===== config.mk =====
export PLATFORM = sky130hd
export DESIGN_NAME = mul_pipe_ctrl
export DESIGN_NICKNAME = d
export VERILOG_FILES = /design/src/rtl/mul_pipe_ctrl.sv
export SDC_FILE = /design/constraint.sdc
export NUM_CORES = 1
export LEC_CHECK = 0
export BUFFER_PORTS_ARGS = -buffer_cell sky130_fd_sc_hd__buf_2
export CAP_MARGIN = 20
export CORE_MARGIN = 2
export CORE_UTILIZATION = 28
export DETAILED_ROUTE_END_ITERATION = 7
export PLACE_DENSITY = 0.54
export SLEW_MARGIN = 10
export SYNTH_ARGS = -nofsm -noshare
export SYNTH_HDL_FRONTEND = slang
export SYNTH_SLANG_ARGS = --single-unit
export TNS_END_PERCENT = 5

===== constraint.sdc =====
create_clock -name clk -period 2.7 [get_ports clk]
set_input_delay 0.135 -clock clk [delete_from_list [all_inputs] [get_ports clk]]
set_output_delay 0.135 -clock clk [all_outputs]
set_load 0.01 [all_outputs]

===== src/rtl/mul_pipe_ctrl.sv =====
// Valid/ready issue and result-collection wrapper around a fixed-latency multiplier.
// Optional synchronous flush input is enabled by defining MUL_PIPE_CTRL_FLUSH_EN.
module mul_pipe_ctrl #(
  parameter int SIGN_W     = 1,
  parameter int EXPO_W     = 8,
  parameter int MANT_W     = 23,
  parameter int LAT        = 2,
  parameter int FIFO_DEPTH = 4,
  localparam int DATA_W    = SIGN_W + EXPO_W + MANT_W,
  localparam int CNT_W     = $clog2(FIFO_DEPTH + 1)
) (
  input  logic              clk,
  input  logic              rst,
`ifdef MUL_PIPE_CTRL_FLUSH_EN
  input  logic              flush,
`endif
  input  logic              in_valid,
  output logic              in_ready,
  input  logic [DATA_W-1:0] in_a,
  input  logic [DATA_W-1:0] in_b,
  input  logic [1:0]        in_rnd,
  output logic [DATA_W-1:0] mul_a,
  output logic [DATA_W-1:0] mul_b,
  output logic [1:0]        mul_rnd,
  input  logic [DATA_W-1:0] mul_res,
  input  logic [4:0]        mul_status,
  output logic              out_valid,
  input  logic              out_ready,
  output logic [DATA_W-1:0] out_res,
  output logic [4:0]        out_status,
  output logic              busy
);

  localparam int PTR_W = $clog2(FIFO_DEPTH);
  localparam logic [CNT_W:0] DEPTH_C = (CNT_W + 1)'(FIFO_DEPTH);

  // Handshakes: a transfer happens on a rising clk edge where valid && ready.
  // in_ready/out_valid depend on registered state only; the producer holds
  // in_valid and operands stable until accepted.

  logic [LAT-1:0]    r_vld_sr;
  logic [CNT_W-1:0]  r_inflight;
  logic [CNT_W-1:0]  r_fifo_cnt;
  logic [PTR_W-1:0]  r_wr_ptr;
  logic [PTR_W-1:0]  r_rd_ptr;
  logic [DATA_W-1:0] r_mem_res [FIFO_DEPTH];
  logic [4:0]        r_mem_sts [FIFO_DEPTH];

  logic              w_flush;
  logic [CNT_W:0]    w_used;
  logic              w_fire_in;
  logic              w_fire_out;
  logic              w_wr_en;

`ifdef MUL_PIPE_CTRL_FLUSH_EN
  assign w_flush = flush;
`else
  assign w_flush = 1'b0;
`endif

  // Credits: every accepted op owns a FIFO slot from issue until it is popped.
  assign w_used     = {1'b0, r_fifo_cnt} + {1'b0, r_inflight};
  assign in_ready   = (w_used < DEPTH_C) && !w_flush;
  assign out_valid  = (r_fifo_cnt != '0) && !w_flush;
  assign w_fire_in  = in_valid && in_ready;
  assign w_fire_out = out_valid && out_ready;
  assign w_wr_en    = r_vld_sr[LAT-1] && !w_flush;

  assign mul_a      = in_a;
  assign mul_b      = in_b;
  assign mul_rnd    = in_rnd;
  assign out_res    = r_mem_res[r_rd_ptr];
  assign out_status = r_mem_sts[r_rd_ptr];
  assign busy       = (r_inflight != '0) || (r_fifo_cnt != '0);

  always_ff @(posedge clk or posedge rst) begin
    if (rst) begin
      r_vld_sr   <= '0;
      r_inflight <= '0;
      r_fifo_cnt <= '0;
      r_wr_ptr   <= '0;
      r_rd_ptr   <= '0;
    end else if (w_flush) begin
      r_vld_sr   <= '0;
      r_inflight <= '0;
      r_fifo_cnt <= '0;
      r_wr_ptr   <= '0;
      r_rd_ptr   <= '0;
    end else begin
      r_vld_sr <= {r_vld_sr[LAT-2:0], w_fire_in};
      case ({w_fire_in, r_vld_sr[LAT-1]})
        2'b10:   r_inflight <= r_inflight + CNT_W'(1);
        2'b01:   r_inflight <= r_inflight - CNT_W'(1);
        default: r_inflight <= r_inflight;
      endcase
      case ({w_wr_en, w_fire_out})
        2'b10:   r_fifo_cnt <= r_fifo_cnt + CNT_W'(1);
        2'b01:   r_fifo_cnt <= r_fifo_cnt - CNT_W'(1);
        default: r_fifo_cnt <= r_fifo_cnt;
      endcase
      if (w_wr_en)    r_wr_ptr <= r_wr_ptr + PTR_W'(1);
      if (w_fire_out) r_rd_ptr <= r_rd_ptr + PTR_W'(1);
    end
  end

  // Result storage carries no reset; occupancy is tracked by r_fifo_cnt.
  always_ff @(posedge clk) begin
    if (w_wr_en) begin
      r_mem_res[r_wr_ptr] <= mul_res;
      r_mem_sts[r_wr_ptr] <= mul_status;
    end
  end

endmodule


### Word-level counts from Yosys, hierarchy flattened

Memory sizes are Yosys's and may differ from the RTL's.
Index checks and enable logic that the tools add are counted.

* bits in registers: 12
* bits in writable memories: 148
* input port bits: 107
* word-level logic and storage cells: 30
* memories kept: 2

Memory list
* r_mem_res: words 4, width 32, rd ports 1, clocked after memory_dff 0, wr ports 1, line 46 `logic [DATA_W-1:0] r_mem_res [FIFO_DEPTH];`
* r_mem_sts: words 4, width 5, rd ports 1, clocked after memory_dff 0, wr ports 1, line 47 `logic [4:0] r_mem_sts [FIFO_DEPTH];`

* $add $sub $neg: 7
* order comparisons: 1
* equality and inequality tests: 4
* mux-type cells: 4
* reductions and logical operators: 7

Operator list (number)
* $pmux 3 s2: 2
* $add 3x1->3 const B: 2
* $reduce_bool 3->1: 2
* $sub 3x1->3 const B: 2
* $add 2x1->2 const B: 2
* $add 3x3->4: 1
* $eq 2x1->1 const B: 2
* $eq 2x2->1 const B: 2
* $lt 4x3->1 const B: 1
* $reduce_bool 2->1: 2
* $logic_and 1x1->1: 2
* $mux 1: 2
* $logic_or 1x1->1: 1

### Longest topological paths before layout

* word-level depth: 5
* gate-level depth with buffers: 10

### Worst setup path before layout

Ideal clock, no wire load.

* path type: register to register
* start point: register r_inflight[1]
* end point: register r_inflight[2]
* library setup time: 125 ps
* arrival: 2191 ps
* data required time: 2575 ps
* slack: 384 ps
* cell stages (with the launch flop): 11
* buffers on the path: 0
* clock period less this slack: 2316 ps
* cells stage by stage: dfrtp_1 ha_1 and3_2 nor4_1 nand2_1 ha_1 inv_1 fa_1 xor2_1 nor2_1 xor2_1

* longest elaborated chain between the ends: 5
* elaborated cells on any way between the ends: 9
* classes of those cells: add/sub (3); order compare (1); eq/ne (2); mux (1); reduce/logical (2)

Ends and longest elaborated chain
* start, declared: line 42 `logic [CNT_W-1:0] r_inflight;`
* start signal, assigned: line 92 `2'b10: r_inflight <= r_inflight + CNT_W'(1);`
* start signal, assigned: line 93 `2'b01: r_inflight <= r_inflight - CNT_W'(1);`
* start signal, assigned: line 94 `default: r_inflight <= r_inflight;`
* $add 3x3->4 (*): line 62 `assign w_used = {1'b0, r_fifo_cnt} + {1'b0, r_inflight};`
* $lt 4x3->1 (*): line 63 `assign in_ready = (w_used < DEPTH_C) && !w_flush;`
* named net in_ready: line 18 `output logic in_ready,`
* $logic_and 1x1->1 (*): line 65 `assign w_fire_in = in_valid && in_ready;`
* $eq 2x1->1 or $eq 2x2->1 (tied branches): line 91 `case ({w_fire_in, r_vld_sr[LAT-1]})`
* $pmux 3 s2 or $reduce_bool 2->1 (tied branches)

Mark *: on every way through the listed nets, which the timed path passes. The rest lies on a longest branch.
A chain may end at the register's enable or synchronous reset.

### Worst setup path in the final report

* start point: register r_inflight[1]
* end point: register r_inflight[1]

* longest elaborated chain between the ends: 5
* elaborated cells on any way between the ends: 9
* classes of those cells: add/sub (3); order compare (1); eq/ne (2); mux (1); reduce/logical (2)

Ends and longest elaborated chain (line)
* $add 3x3->4: 62
* $lt 4x3->1: 63
* $logic_and 1x1->1: 65
* $eq 2x1->1 or $eq 2x2->1 (tied branches): 91
* $pmux 3 s2 or $reduce_bool 2->1 (tied branches)

Several ways; a longest one is shown, not always the timed one.

==> impl_metrics.py <==
metrics = {
    "floorplanning": {
        "io_pins": 213,
        "die_area_mm2": 0.02446,
        "initial_core_util_pct": 28.63,
        "die_width_um": 156.4,
        "rows": 55,
        "die_y_um": 156.4,
        "core_region_area_mm2": 0.02271,
    },
    "setup_path": {
        "cp_cell_sequence": "ha_1 -> and3_2 -> nor4_1 -> nand2_1 -> ha_1 -> inv_1 -> fa_1 -> mux2i_1",
        "critical_path.startpoint": "r_inflight[1]",
        "worst_path_max_delay_cell": "dfrtp_1",
        "worstPathArrival_ns": 2.59,
        "end_kind": "register",
        "critical-path-max-stage-delay_ns": 0.41,
        "cpMostUsedCell": "ha_1",
        "crit_required_ns": 3.04,
        "reg2reg_slack_ns": 0.45,
        "crit_path_start_kind": "register",
        "worstPathMaxFanout": 3,
        "path_class": "reg -> reg",
        "rr_startpoint": "r_inflight[1]",
    },
    "layout": {
        "final_nets": 508,
        "area.growth.synth_to_final_pct": 20.05,
        "final_layout_size_suffix_gt1_share_pct": 40.94,
        "final_common_cell": "edfxtp_1",
        "antenna_cells": 0,
        "utilization_pct": 34.37,
        "instances_no_fill": 688,
        "multi_input_area_mm2": 0.001174,
        "mostFrequentLayoutCells": "edfxtp_1, buf_2, dlygate4sd3_1",
        "n_fill_cell": 2155,
        "seqCellArea_mm2": 0.004750,
        "final_area_mm2": 0.007806,
    },
    "sta": {
        "slew_headroom_pct": 60.31,
        "hold_viol": 0,
        "period_minus_slack_ns": 2.246,
        "max_freq_mhz": 445.2,
        "worst_pin_slew_ns": 0.5953,
        "drv_slew": 0,
        "fin_tns_setup_ns": 0,
        "timing.final.crit_share_pct": 83.18,
        "setup_viol": 0,
        "fin_skew_ns": 0.01503,
        "rsz0062_at_grt": "false",
    },
    "clocking": {
        "clock-root-buffer": "clkbuf_16",
        "numCtsBuffers": 17,
        "cts_resized": 0,
        "post-cts-setup-buffers": 0,
        "cts_buffer_depth": 2,
        "h-tree-depth": 4,
        "cts_sinks": 160,
        "cts_tree": "done",
        "clock_latency_ns": 0.42,
        "cts.clk_slew.worst_paths_ns": 0.06,
    },
    "yosys": {
        "synth_area_leader_cell": "edfxtp_1",
        "synth-seq-area-share_pct": 72.97,
        "synth_xor_area_share_pct": 1.212,
        "synthAdderAreaFrac_pct": 2.155,
        "yosys.area_share.simple_pct": 1.405,
        "synth-compound-area-share_pct": 0.07697,
        "ys_warn_count": 0,
        "synthMuxAreaShare_pct": 13.12,
        "synth_edf_count": 148,
        "yosysTopAreaCellShare_pct": 68.35,
        "synth_area_leaders": "edfxtp_1, mux4_2, buf_4",
        "syn-num-nets": 435,
        "syn_inst": 318,
        "synth_cell_types": 23,
        "async_reset_ff_share_pct": 7.500,
        "ys_ff_latch": 160,
        "syn-cell-area_mm2": 0.006502,
        "synth_top_family_by_area": "multiplexers",
        "ys.flop_type": "edfxtp_1",
        "avgSynthCellArea_um2": 20.45,
    },
    "placement": {
        "dp_hpwl_um": 7482,
        "io_buffers": 80,
        "gp_congestion": 0.7321,
        "place_area_mm2": 0.006823,
        "place_inst": 618,
    },
    "global_route": {
        "grt_use_total_pct": 10.71,
        "grt_pass1_vias": 3297,
        "gr-total-overflow": 0,
        "grt_first_pass_wirelength_um": 18890,
        "grt_max_degree": 28,
        "antenna_found_initial": 0,
    },
    "detailed_routing": {
        "vias": 2949,
        "firstDrtPassIters": 4,
        "wire_per_inst_um": 17.78,
        "drc_errors": 0,
        "drt-total-wl_um": 12230,
        "drt_iter0_drc": 99,
        "avgViaCountPerCell": 4.286,
        "ant_nets": 0,
    },
    "min_path": {
        "hp-class": "in -> reg",
        "min_from": "out_ready",
    },
    "flow_run": {
        "max-cap-violations": 0,
    },
    "power": {
        "vdd_drop_max_mv": 0.4928,
        "total_power_mw": 8.008,
        "power.density_mw_per_mm2": 1026,
        "leakage_nw": 2.743,
    },
    "outcome": {
        "status": "finished clean",
    },
}
[registers in the layout, indices dropped and copies added (netlist names)]
signal      cells
r_inflight      3
r_mem_res     128
r_fifo_cnt      3
r_wr_ptr        2
r_mem_sts      20
r_rd_ptr        2
r_vld_sr        2
[power by group]
| group | switching [mW] | leakage [nW] | total [mW] | internal [mW] |
|---|---|---|---|---|
| combinational | 1.09 | 0.977 | 2.22 | 1.13 |
| sequential | 0.266 | 1.48 | 3.40 | 3.13 |
| clock | 0.941 | 0.286 | 2.39 | 1.45 |
| total | 2.30 | 2.74 | 8.01 | 5.71 |
[synthesized netlist by cell type, types with 2 or more instances]
master / number
edfxtp_1: 148
buf_4: 68
mux4_2: 37
dfrtp_1: 12
inv_1: 10
ha_1: 8
xor2_1: 6
and2_1: 5
buf_2: 3
xnor2_1: 3
buf_6: 2
fa_1: 2
mux2i_1: 2
nand2_1: 2
nor2_1: 2
[path summary, 6_finish.rpt]
check,cells past startpoint,to
max,8,r_inflight[1]
min,3,r_rd_ptr[1]
max reg2reg,8,r_inflight[1]
min reg2reg,0,r_vld_sr[1]
max in group asynchronous,3,r_rd_ptr[0]
min in group asynchronous,3,r_fifo_cnt[2]
[repair_timing]
item,in CTS,in global routing
hold endpoints to repair,161,0
hold buffers,39,0
endpoints found under the setup margin,0,0
[worst max-delay path: cells and delay by family (launching register included)]
family,cells,cell delay [ns]
AND/OR/NAND/NOR,3,0.60
buffers and inverters,1,0.07
adder cells (fa/ha/maj),3,0.92
flip-flops,1,0.41
multiplexers,1,0.15
[stage by stage]
| step | worst slack [ns] | hold slack [ns] |
|---|---|---|
| detailed placement | 0.4489 | 0.1720 |
| CTS | 0.4290 | 0.02154 |
| floorplan | 0.3839 | -0.0003013 |
| finish | 0.4540 | 0.03310 |
| global route | 0.3158 | 0.03457 |
| global placement | 0.5240 | 0.1579 |
[routing by layer]
layer,global-route usage (%),wire length [µm]
met1,13.04,5482
met2,17.01,5923
met3,4.265,594
met4,4.369,233
met5,0,0
[cell families after synthesis]
group,count (synthesis)
flops,160
buf+inv,84
fa+ha+maj,10
compound gates,1
simple gates,15
mux,39
xor+xnor,9
[final cells by class]
type                            count  area share [%]
Multi-Input combinational cell     74           15.03
Tap cell                          285           4.568
Clock inverter                     14           2.148
Sequential cell                   160           60.84
Inverter                           10          0.4808
Clock buffer                       17           5.450
Timing Repair Buffer              128           11.48
(Power assumes the default switching activity.)
